===== config.mk =====
export PLATFORM = sky130hd
export DESIGN_NAME = product_bcd_converter
export DESIGN_NICKNAME = d
export VERILOG_FILES = /design/src/rtl/product_bcd_converter.sv
export SDC_FILE = /design/constraint.sdc
export NUM_CORES = 1
export LEC_CHECK = 0
export BUFFER_PORTS_ARGS = -buffer_cell sky130_fd_sc_hd__buf_2
export CAP_MARGIN = 20
export CORE_ASPECT_RATIO = 0.7
export CORE_MARGIN = 5
export CORE_UTILIZATION = 45
export DETAILED_ROUTE_END_ITERATION = 8
export GPL_ROUTABILITY_DRIVEN = 0
export GPL_TIMING_DRIVEN = 0
export PLACE_DENSITY_LB_ADDON = 0.08
export SYNTH_ARGS = -nofsm -noshare
export SYNTH_HDL_FRONTEND = slang
export SYNTH_SLANG_ARGS = --single-unit

===== constraint.sdc =====
create_clock -name Clk -period 1.7 [get_ports Clk]
set_input_delay 0.17 -clock Clk [delete_from_list [all_inputs] [get_ports Clk]]
set_output_delay 0.17 -clock Clk [all_outputs]
set_load 0.02 [all_outputs]

===== src/rtl/product_bcd_converter.sv =====
// Sequential binary-to-BCD converter (double dabble, one bit per clock).
// Converts the multiplier product into a sign flag and DIGITS decimal digits
// for the display path. The last result is held until a new one is latched.

// Per-digit correction: any digit >= 5 gets +3, so the next left shift
// carries into the following digit.
module product_bcd_digit_adj (
  input  logic [3:0] din,
  output logic [3:0] dout
);
  assign dout = (din >= 4'd5) ? din + 4'd3 : din;
endmodule

module product_bcd_converter #(
  parameter int WIDTH  = 16,
  parameter int DIGITS = 5,
  parameter bit SIGNED = 1'b1
) (
  input  logic                  Clk,
  input  logic                  Reset,
  input  logic                  Start,
  input  logic [WIDTH-1:0]      Bin_In,
  output logic                  Busy,
  output logic                  Done,
  output logic                  Neg_Out,
  output logic [4*DIGITS-1:0]   BCD_Out
);

  localparam int CNT_W = $clog2(WIDTH + 1);
  localparam logic [WIDTH-1:0] MAG_ONE = {{(WIDTH-1){1'b0}}, 1'b1};
  localparam logic [CNT_W-1:0] CNT_ONE = {{(CNT_W-1){1'b0}}, 1'b1};
  localparam logic [CNT_W-1:0] CNT_INIT = CNT_W'(WIDTH);

  typedef enum logic [1:0] {IDLE, SHIFT, DONE} state_t;

  state_t                   state;
  logic [CNT_W-1:0]         cnt;
  logic [WIDTH-1:0]         mag;
  logic                     sign_r;
  logic [DIGITS-1:0][3:0]   bcd_work;
  logic [DIGITS-1:0][3:0]   bcd_adj;
  logic [4*DIGITS-1:0]      bcd_next;
  logic [WIDTH-1:0]         mag_next;
  logic                     in_sign;
  logic [WIDTH-1:0]         in_mag;

  // Sign/magnitude split of the incoming value. 16'h8000 negates to 32768,
  // which still fits the unsigned magnitude register.
  assign in_sign = SIGNED ? Bin_In[WIDTH-1] : 1'b0;
  assign in_mag  = in_sign ? (~Bin_In + MAG_ONE) : Bin_In;

  // One correction cell per digit, all in parallel.
  genvar gi;
  generate
    for (gi = 0; gi < DIGITS; gi++) begin : g_dig
      product_bcd_digit_adj u_adj (
        .din  (bcd_work[gi]),
        .dout (bcd_adj[gi])
      );
    end
  endgenerate

  // Corrected digits and remaining magnitude shift left as one register.
  assign {bcd_next, mag_next} = {bcd_adj, mag} << 1;

  // Control FSM with registered outputs; the result registers only load on
  // the final shift edge so the display never sees partial values.
  always_ff @(posedge Clk or posedge Reset) begin
    if (Reset) begin
      state    <= IDLE;
      cnt      <= '0;
      mag      <= '0;
      sign_r   <= 1'b0;
      bcd_work <= '0;
      Busy     <= 1'b0;
      Done     <= 1'b0;
      Neg_Out  <= 1'b0;
      BCD_Out  <= '0;
    end else begin
      case (state)
        IDLE: begin
          Done <= 1'b0;
          if (Start) begin
            state    <= SHIFT;
            Busy     <= 1'b1;
            sign_r   <= in_sign;
            mag      <= in_mag;
            bcd_work <= '0;
            cnt      <= CNT_INIT;
          end
        end
        SHIFT: begin
          bcd_work <= bcd_next;
          mag      <= mag_next;
          cnt      <= cnt - CNT_ONE;
          if (cnt == CNT_ONE) begin
            state   <= DONE;
            Busy    <= 1'b0;
            Done    <= 1'b1;
            BCD_Out <= bcd_next;
            Neg_Out <= sign_r;
          end
        end
        DONE: begin
          Done  <= 1'b0;
          state <= IDLE;
        end
        default: begin
          state <= IDLE;
          Busy  <= 1'b0;
          Done  <= 1'b0;
        end
      endcase
    end
  end

endmodule


==> flow_summary.ini <==
[run]
maxCapViolations = 0

[worst_setup_path]
path_max_fanout = 10
crit_arrival_ns = 1.85
cp.required_ns = 1.93
crit_type = reg2reg
start_kind = flop
worst_setup_path_end_kind = flop

[grt]
grtUsageTotal_pct = 18.66
grt_pass1_wl_mm = 14.03
grt_pass1_vias = 2744
grt_max_degree = 38
antenna_found_initial = 0
grt_overflow = 0

[routing]
wl_per_cell_um = 16.27
drt-pass1-iter-count = 4
vias = 2856
routed_wl_mm = 8.377
dr.first_iter.drc_count = 180
drc = 0
postRouteAntennaNets = 0
vias_per_cell = 5.546

[cts]
cts_tree = yes
cts_max_level = 3
cts_made_buffers = 9
clkTransAtPathRegs_ns = 0.07
cts-root-buf = clkbuf_8
clk_latency_ns = 0.35
cts_sinks = 67
cts_buffer_depth = 2

[synth]
synth_top_family_by_area = compound AO/OA/AOI/OAI gates
synth.ff_latch_count = 67
synth_compound_area_share_pct = 18.25
synth_adder_area_share_pct = 4.726
synth_async_sr_flop_share_pct = 100.0
synth-edff-count = 0
yosys_warnings = 0
syn_inst = 355
netlist-cell-type-count = 40
synth_xor_area_share_pct = 4.071
synth_flop_cell = dfrtp_1
synth.yosys.seq_area_share_pct = 48.71
syn-mean-instance-area_um2 = 9.696
synth_fp_nets = 387
synth_area_mm2 = 0.003442
synthSimpleGateAreaFrac_pct = 16.28
muxShareOfSynthArea_pct = 3.490

[place]
dp_hpwl_mm = 5.988
io_buffer_count = 40
dpl_worst_slack_ns = -0.4336
placed_cells = 494
placed_area_mm2 = 0.003789

[floorplan]
die_w_um = 114.5
die_h_um = 83.17
dieArea_mm2 = 0.009525
io_pins = 42
start_util_pct = 46.61
num_rows = 26
core_mm2 = 0.007385

[timing]
relSlewSlack_pct = 53.57
finalSetupViolCount = 0
max_freq_ghz = 0.6196
skew_ns = 0.008139
worst_pin_slew_ns = 0.6950
setup_ws_ns = 0.08596
hold_viol = 0
period_share_pct = 94.94
maxSlewViolCount = 0
finalCriticalPeriod_ns = 1.614

[power]
combPwrFrac_pct = 45.6
power_switching_mw = 3.254
clkPwrFrac_pct = 16.5
p_leak_nw = 1.840
switching_share_pct = 42.24
p_seq_share_pct = 37.8
ir_worst_vdd_v = 0.0008523
p_int_mw = 4.449
powerDensity_mw_per_mm2 = 1876

[min_path]
holdCritPathClass = in2reg

[layout]
drive_gt1_share_pct = 26.14
final_cells = 515
final_common_cell = dfrtp_1
area_growth_pct = 19.27
final_cell_mix = 66 x dfrtp_1, 56 x o21ai_0, 43 x buf_2
diodes = 0
fin_nets = 444
stdcell_area_mm2 = 0.004105

[outcome]
status = finished, final reports clean
-- routing by layer --
layer	global-route usage [%]	up-vias	part of all wire, %
li1	-	1377	-
met1	28.94	1423	52
met2	24.99	47	43
met3	6.323	9	4.4
met4	3.668	0	0.73
met5	0	-	0
-- cells by family (layout without fill, tap and decap cells) --
family	after synthesis	in the layout
AOI/OAI and AO/OA	106	106
xor gates and xnor gates	16	16
adders and majority gates	13	13
buffers and inverters	39	101
DFF	67	67
muxes	11	11
and+or+nand+nor	103	103
-- path summary, 6_finish.rpt --
| kind | from | endpoint | slack [ns] | cells past startpoint |
|---|---|---|---|---|
| max in group asynchronous | Reset | state[0] | 0.60 | 4 |
| worst min register to register | BCD_Out[5] | BCD_Out[5] | 0.48 | 2 |
| worst min-delay path | Bin_In[14] | mag[14] | 0.10 | 3 |
| min in group asynchronous | Reset | cnt[2] | 0.47 | 3 |
| worst max register to register | cnt[1] | Neg_Out | 0.09 | 6 |
| worst max-delay path | cnt[1] | Neg_Out | 0.09 | 6 |
-- synth_stat cells, types with 2 or more instances --
cell type,n,area [µm²]
o21ai_0,58,290.3
or3_1,5,31.28
clkbuf_1,20,75.07
inv_1,16,60.06
xor2_1,10,87.58
mux2i_1,3,30.03
a21oi_1,16,80.08
nor2b_1,4,25.02
o21ai_1,4,20.02
a31oi_1,5,31.28
or3b_2,4,35.03
xnor2_1,6,52.55
nor3_1,6,30.03
mux2_2,8,90.09
dfrtp_1,67,1677
nor3b_1,6,45.04
nor2_1,12,45.04
o31ai_1,6,45.04
nand2_1,32,120.1
nor4_1,2,12.51
ha_1,13,162.7
or4_1,2,15.01
a22oi_1,11,82.58
nand3_1,18,90.09
nand2b_1,6,37.54
-- power by group through the flow --
stage / clock network, mW / registers (mW) / logic (mW)
after CTS: 1.31 / 2.88 / 3.37
final: 1.27 / 2.92 / 3.51
after global placement: 0 / 2.89 / 3.22
after floorplan: 0 / 3.09 / 2.07
after detailed placement: 0 / 2.90 / 3.30
after global routing: 1.38 / 3.01 / 3.98
-- critical path, cell delays in order (launching register included) --
cell     delay [ns]
dfrtp_1        0.38
inv_1          0.09
ha_1           0.16
nor4b_4        0.29
nand2_2        0.13
buf_6          0.17
mux2_2         0.26
-- through the flow --
stage               hold slack, ns  total power, mW  utilization [%]  setup TNS (ns)
detailed placement          0.3191            6.201            51.30          -11.23
global route                0.1017            8.373            55.59        -0.02133
CTS                        0.08457            7.568            54.59       -0.006903
global placement            0.4502            6.106            51.03          -9.870
finish                      0.1033            7.703            55.59               0
floorplan                   0.3080            5.159                -               0
-- cell type report --
type | count | area [µm²]
tap | 98 | 122.6
fill | 658 | 3279
buffer | 20 | 112.6
clock buffer | 15 | 186.4
sequential | 67 | 1678
inverter | 17 | 67.56
multi-input combinational | 249 | 1658
clock inverter | 1 | 5.005
timing repair buffer | 48 | 275.3
-- what timing repair did --
item,CTS,global route
resized for setup,16,27
endpoints found under the setup margin,61,53
hold buffers,1,0
cloned,0,0
buffers inserted,2,4
pin swaps,1,4
endpoints found under the hold margin,30,0
-- registers in the layout, summed over array words and instances (netlist names) --
register,count
BCD_Out,20
Busy,1
Done,1
Neg_Out,1
bcd_work,20
cnt,5
mag,16
sign_r,1
state,2
Power figures use the tool's default switching activity.
